File: config.mk
export PLATFORM = sky130hd
export DESIGN_NAME = writeback_arbiter_flat
export DESIGN_NICKNAME = d
export VERILOG_FILES = /design/src/rtl/rv32_isa.sv /design/src/rtl/writeback_arbiter_if.sv /design/src/rtl/writeback_arbiter.sv /design/src/flat_wrapper.sv
export SDC_FILE = /design/constraint.sdc
export NUM_CORES = 1
export LEC_CHECK = 0
export BUFFER_PORTS_ARGS = -buffer_cell sky130_fd_sc_hd__clkbuf_2
export CORE_AREA = 2 2 113 115
export CTS_BUF_LIST = sky130_fd_sc_hd__clkbuf_2
export CTS_CLUSTER_DIAMETER = 60
export CTS_CLUSTER_SIZE = 10
export DETAILED_ROUTE_END_ITERATION = 7
export DIE_AREA = 0 0 115 117
export PLACE_DENSITY = 0.73
export SLEW_MARGIN = 10
export SYNTH_ARGS = -nofsm -noshare
export SYNTH_HDL_FRONTEND = slang
export SYNTH_SLANG_ARGS = --single-unit
File: constraint.sdc
create_clock -name iClk -period 5.4 [get_ports iClk]
set_input_delay 0.54 -clock iClk [delete_from_list [all_inputs] [get_ports iClk]]
set_output_delay 0.54 -clock iClk [all_outputs]
set_load 0.005 [all_outputs]
File: src/rtl/rv32_isa.sv
// RV32 register-file widths and the writeback queue entry shared by the
// writeback path.
package rv32_isa;

    localparam int unsigned RegWidth     = 32;
    localparam int unsigned RegAddrWidth = 5;

    typedef struct packed {
        logic [RegAddrWidth-1:0] addr;
        logic [RegWidth-1:0]     data;
    } wb_entry_t;

endpackage

File: src/rtl/writeback_arbiter_if.sv
// Writeback arbiter port bundle: result sources in, register-file write port out.
interface writeback_arbiter_if
    import rv32_isa::*;
#(
    parameter int unsigned NSrc  = 2,
    parameter int unsigned Depth = 4
);
    localparam int unsigned CntWidth = $clog2(Depth) + 1;

    logic [NSrc-1:0]                   iValid;
    logic [NSrc-1:0][RegAddrWidth-1:0] iAddr;
    logic [NSrc-1:0][RegWidth-1:0]     iData;
    logic [NSrc-1:0]                   oReady;
    logic                              iStall;
    logic                              iFlush;
    logic                              oWriteEn;
    logic [RegAddrWidth-1:0]           oAddr_Rd;
    logic [RegWidth-1:0]               oRd;
    logic [CntWidth-1:0]               oCount;

    // Drives results and pipeline control into the arbiter.
    modport master (
        output iValid, iAddr, iData, iStall, iFlush,
        input  oReady, oWriteEn, oAddr_Rd, oRd, oCount
    );

    // The arbiter itself.
    modport slave (
        input  iValid, iAddr, iData, iStall, iFlush,
        output oReady, oWriteEn, oAddr_Rd, oRd, oCount
    );

endinterface

File: src/rtl/writeback_arbiter.sv
// Arbitrates NSrc result sources into a FIFO feeding the register-file write port.
// Define WRITEBACK_RR_EN for round-robin arbitration; otherwise fixed priority.
module writeback_arbiter
    import rv32_isa::*;
#(
    parameter int unsigned NSrc  = 2,
    parameter int unsigned Depth = 4
) (
    input  logic                iClk,
    input  logic                nRst,
    writeback_arbiter_if.slave  bus
);

    localparam int unsigned PtrWidth = $clog2(Depth);
    localparam int unsigned CntWidth = PtrWidth + 1;
    localparam int unsigned SrcWidth = $clog2(NSrc);

    generate
        if (NSrc < 2 || NSrc > 4) begin : g_bad_nsrc
            $error("writeback_arbiter: NSrc must be 2..4");
        end
        if (Depth < 2 || (Depth & (Depth - 1)) != 0) begin : g_bad_depth
            $error("writeback_arbiter: Depth must be a power of 2 >= 2");
        end
    endgenerate

    wb_entry_t           mem [Depth];
    logic [PtrWidth-1:0] rd_ptr;
    logic [PtrWidth-1:0] wr_ptr;
    logic [CntWidth-1:0] count;
    logic [SrcWidth-1:0] grant_idx;
    logic                any_valid;
    logic                can_accept;
    logic                hs;
    logic                push;
    logic                pop;
    wb_entry_t           in_entry;

`ifdef WRITEBACK_RR_EN
    logic [SrcWidth-1:0] rr_ptr;

    // Search starts just after the last winner; the nearest requester wins.
    always_comb begin
        grant_idx = '0;
        for (int off = int'(NSrc); off >= 1; off--) begin
            if (bus.iValid[SrcWidth'((int'(rr_ptr) + off) % int'(NSrc))]) begin
                grant_idx = SrcWidth'((int'(rr_ptr) + off) % int'(NSrc));
            end
        end
    end

    // Pointer only moves on a completed handshake.
    always_ff @(posedge iClk or negedge nRst) begin
        if (!nRst) begin
            rr_ptr <= SrcWidth'(NSrc - 1);
        end else if (hs) begin
            rr_ptr <= grant_idx;
        end
    end
`else
    // Lowest asserted index wins.
    always_comb begin
        grant_idx = '0;
        for (int i = int'(NSrc) - 1; i >= 0; i--) begin
            if (bus.iValid[SrcWidth'(i)]) begin
                grant_idx = SrcWidth'(i);
            end
        end
    end
`endif

    // No full-passthrough: a full queue refuses even when the head pops this cycle.
    always_comb begin
        any_valid    = |bus.iValid;
        can_accept   = nRst && !bus.iFlush && (count < CntWidth'(Depth));
        bus.oReady   = (can_accept && any_valid) ? (NSrc'(1) << grant_idx) : '0;
        hs           = can_accept && any_valid;
        in_entry     = '{addr: bus.iAddr[grant_idx], data: bus.iData[grant_idx]};
        push         = hs && (in_entry.addr != '0);
        pop          = nRst && (count != '0) && !bus.iStall && !bus.iFlush;
        bus.oWriteEn = pop;
        bus.oCount   = count;
        bus.oAddr_Rd = mem[rd_ptr].addr;
        bus.oRd      = mem[rd_ptr].data;
    end

    // Queue bookkeeping; flush wins over any push or pop that edge.
    always_ff @(posedge iClk or negedge nRst) begin
        if (!nRst) begin
            count  <= '0;
            rd_ptr <= '0;
            wr_ptr <= '0;
        end else if (bus.iFlush) begin
            count  <= '0;
            rd_ptr <= '0;
            wr_ptr <= '0;
        end else begin
            if (push) begin
                wr_ptr <= wr_ptr + PtrWidth'(1);
            end
            if (pop) begin
                rd_ptr <= rd_ptr + PtrWidth'(1);
            end
            case ({push, pop})
                2'b10:   count <= count + CntWidth'(1);
                2'b01:   count <= count - CntWidth'(1);
                default: count <= count;
            endcase
        end
    end

    // Storage is not reset; only the pointers define what is valid.
    always_ff @(posedge iClk) begin
        if (push) begin
            mem[wr_ptr] <= in_entry;
        end
    end

endmodule

File: src/flat_wrapper.sv
// flat-port wrapper written by rule: the top's interface ports become plain ports
module writeback_arbiter_flat import rv32_isa::*;
#(
    parameter int unsigned NSrc  = 2,
    parameter int unsigned Depth = 4
)
  (iClk, nRst, bus_iValid, bus_iAddr, bus_iData, bus_iStall, bus_iFlush, bus_oReady, bus_oWriteEn, bus_oAddr_Rd, bus_oRd, bus_oCount);
  writeback_arbiter_if #(.NSrc(NSrc), .Depth(Depth)) bus_i ();
  input  logic iClk;
  input  logic nRst;
  input wire logic [$bits(bus_i.iValid)-1:0] bus_iValid;
  input wire logic [$bits(bus_i.iAddr)-1:0] bus_iAddr;
  input wire logic [$bits(bus_i.iData)-1:0] bus_iData;
  input wire logic [$bits(bus_i.iStall)-1:0] bus_iStall;
  input wire logic [$bits(bus_i.iFlush)-1:0] bus_iFlush;
  output wire logic [$bits(bus_i.oReady)-1:0] bus_oReady;
  output wire logic [$bits(bus_i.oWriteEn)-1:0] bus_oWriteEn;
  output wire logic [$bits(bus_i.oAddr_Rd)-1:0] bus_oAddr_Rd;
  output wire logic [$bits(bus_i.oRd)-1:0] bus_oRd;
  output wire logic [$bits(bus_i.oCount)-1:0] bus_oCount;
  assign bus_i.iValid = bus_iValid;
  assign bus_i.iAddr = bus_iAddr;
  assign bus_i.iData = bus_iData;
  assign bus_i.iStall = bus_iStall;
  assign bus_i.iFlush = bus_iFlush;
  assign bus_oReady = bus_i.oReady;
  assign bus_oWriteEn = bus_i.oWriteEn;
  assign bus_oAddr_Rd = bus_i.oAddr_Rd;
  assign bus_oRd = bus_i.oRd;
  assign bus_oCount = bus_i.oCount;
  writeback_arbiter #(.NSrc(NSrc), .Depth(Depth)) u_core (.iClk(iClk), .nRst(nRst), .bus(bus_i));
endmodule
==> results.cfg <==
[outcome]
outcome = finished clean

[worst_setup_path]
critPathMaxFanout = 24
reg2reg_depth = 4
startpoint = u_core.rd_ptr[0]
cp_slowest_cell = dfrtp_2
path_cells = buf_4 -> mux4_2 -> clkbuf_2
arrival_ns = 2.76
crit_type = flop to output pin
crit_required_ns = 4.86
cpPeakStageDelay_ns = 0.94
start_kind = flop
r2r-start = u_core.bus.oCount[2]
endpoint_kind = output pin

[pwr]
p_leak_nw = 2.40
peakVddDrop_mv = 0.146
powerDensity_nw_per_um2 = 304

[timing]
period_share_pct = 61.1
worst_slew_pin_slew_ns = 1.06
slew_viol_final = 0
clock.fmax_ghz = 0.303
tns_ns = 0
skew_ns = 0.0193
rsz0062_at_grt = false
fin_crit_ns = 3.30
max_slew_margin_pct = 29.3
hold_viol = 0
setup_viol = 0

[floorplan]
coreArea_um2 = 12300
die_x_um = 115
die_area_um2 = 13500
start_util_pct = 47.4
die_height_um = 117
rows = 41
io_pins = 123

[logic_synthesis]
synth-seq-area-share_pct = 79.2
synth_cell_types = 31
syn_area_um2 = 5830
synthCells = 246
synthArstFlopShare_pct = 4.52
yosys.area.top_type = edfxtp_1
ys.flop_type = edfxtp_1
yosysMostFrequentCell = edfxtp_1
synth_edf_count = 148
synth_area_per_cell_um2 = 23.7
synth_warnings = 0
ys_ff_latch = 155
synth_nets = 331
yosys-top-cells-area = edfxtp_1 (76%), mux4_2 (14%), dfrtp_1 (3.0%), ha_1 (0.86%), and2_2 (0.51%)
netlist.area_leader.share_pct = 76.2
synth_commonest_cells = edfxtp_1 (148), mux4_2 (37), dfrtp_1 (7)

[hold_path]
worstHoldStart = bus_iAddr[0]
hold_depth = 1
hold_path_class = input port to flop

[global_route]
grt_use_met3_pct = 4.74
overflow = 0
grt_pass1_vias = 2881
grt_max_degree = 39
grt_util_all_layers_pct = 15.6
met2_usage_pct = 26.1
grt_pass1_wl_um = 15000
antenna_found_initial = 0
use_met1_pct = 19.1
busiest_layer = met2

[clocking]
cts-resized-gates = 0
clkTransAtPathRegs_ns = 0.19
clock_latency_ns = 0.67
clock_path_buffers = 2
clock-root-buffer = clkbuf_2
clock-sinks = 155
cts_max_level = 4
cts_tree = built
cts_buffers = 17

[route]
drc = 0
viasPerCell = 5.30
wl_um = 9830
wl_per_cell_um = 18.4
drtIter0Drc = 162
via_count = 2827
postRouteAntennaNets = 0
dr.pass1.iters = 4

[placed_design]
placed_cells = 469
numPortBuffers = 84
post-dp-hpwl_um = 5530
place_congestion = 0.689

[finish]
n_antenna_cell = 0
final_cells = 533
drive_above_1_share_pct = 40.7
area_growth_pct = 18.5
finalNetCount = 455

[job]
maxCapViolCount = 0
-- timing repair --
item / CTS / global route
hold buffers: 23 / 9
setup buffers: 0 / 0
hold endpoints to repair: 87 / 32
-- flip-flops by register name (all words and copies together), names as in the netlist --
register           count
u_core.bus.oCount      3
u_core.rd_ptr          2
u_core.mem           148
u_core.wr_ptr          2
-- stage by stage --
stage | power [mW] | utilization [%] | area (um2) | hold slack (ns) | setup WS [ns]
6_report | 2.10 | 56.1 | 6910 | 0.0955 | 2.10
5_1_grt | 2.20 | 56.1 | 6910 | 0.00130 | 1.79
4_1_cts | 2.12 | 55.4 | 6820 | 0.000555 | 1.90
3_5_place_dp | 1.55 | 51.9 | 6390 | 0.413 | 2.55
3_3_place_gp | 1.54 | 51.9 | 6390 | 0.402 | 2.61
2_1_floorplan | 1.48 | - | 5830 | 0.244 | 3.02
-- kinds of logic after synthesis --
| family | share of synthesized area (%) |
|---|---|
| xor gates and xnor gates | 0.451 |
| adders and majority gates | 1.20 |
| buffers and inverters | 1.29 |
| DFF | 79.2 |
| and+or+nand+nor | 1.87 |
| AOI/OAI and AO/OA | 0.901 |
| muxes | 15.0 |
| other | 0.0643 |
-- layout by cell type (no fill, tap or decap), types with 2 or more instances in the layout --
| cell | instances |
|---|---|
| clkbuf_2 | 104 |
| nor2b_1 | 2 |
| ha_1 | 4 |
| mux4_2 | 37 |
| clkinv_2 | 3 |
| bufinv_16 | 2 |
| nand2b_1 | 2 |
| nand2_1 | 2 |
| edfxtp_1 | 148 |
| dfrtp_1 | 5 |
| and2_2 | 4 |
| dfrtp_2 | 2 |
| xnor2_1 | 2 |
| nor3_1 | 2 |
| inv_1 | 3 |
| clkinv_1 | 6 |
| mux2i_1 | 2 |
| nor2_1 | 6 |
| dlygate4sd3_1 | 32 |
-- per-layer routing --
| layer | routed length (um) | part of all wire [%] |
|---|---|---|
| met5 | 0 | 0 |
| met4 | 130 | 1.3 |
| met3 | 403 | 4.1 |
| met2 | 5080 | 52 |
| met1 | 4210 | 43 |
-- report_power, final --
part | switching [mW] | internal (mW)
Clock | 0.359 | 0.206
Combinational | 0.0757 | 0.0921
Sequential | 0.0195 | 1.35
Total | 0.454 | 1.65
-- worst max-delay path: cells and delay by family, from the launching register on --
family / cells / cell delay, ns
muxes: 1 / 0.56
buffers and inverters: 2 / 0.58
DFF: 1 / 0.94
-- area by class of cell --
class                   instances  area [um2]
fillers                       969        5400
clock buffers                  20         100
clock inverters                12         105
inverters                       3        11.3
flip-flops and latches        155        4620
well taps                     150         188
multi-input cells              76        1140
repair buffers                117         748
-- path summary, 6_finish.rpt --
kind,slack [ns],to
worst max-delay path,2.10,bus_oRd[25]
worst min-delay path,0.1,u_core.mem[3][32]
worst max register to register,2.88,u_core.mem[2][25]
worst min register to register,0.65,u_core.wr_ptr[1]
max in group asynchronous,4.95,u_core.rd_ptr[1]
min in group asynchronous,0.23,u_core.bus.oCount[1]
Note: power is estimated with default switching activity, not from simulation.
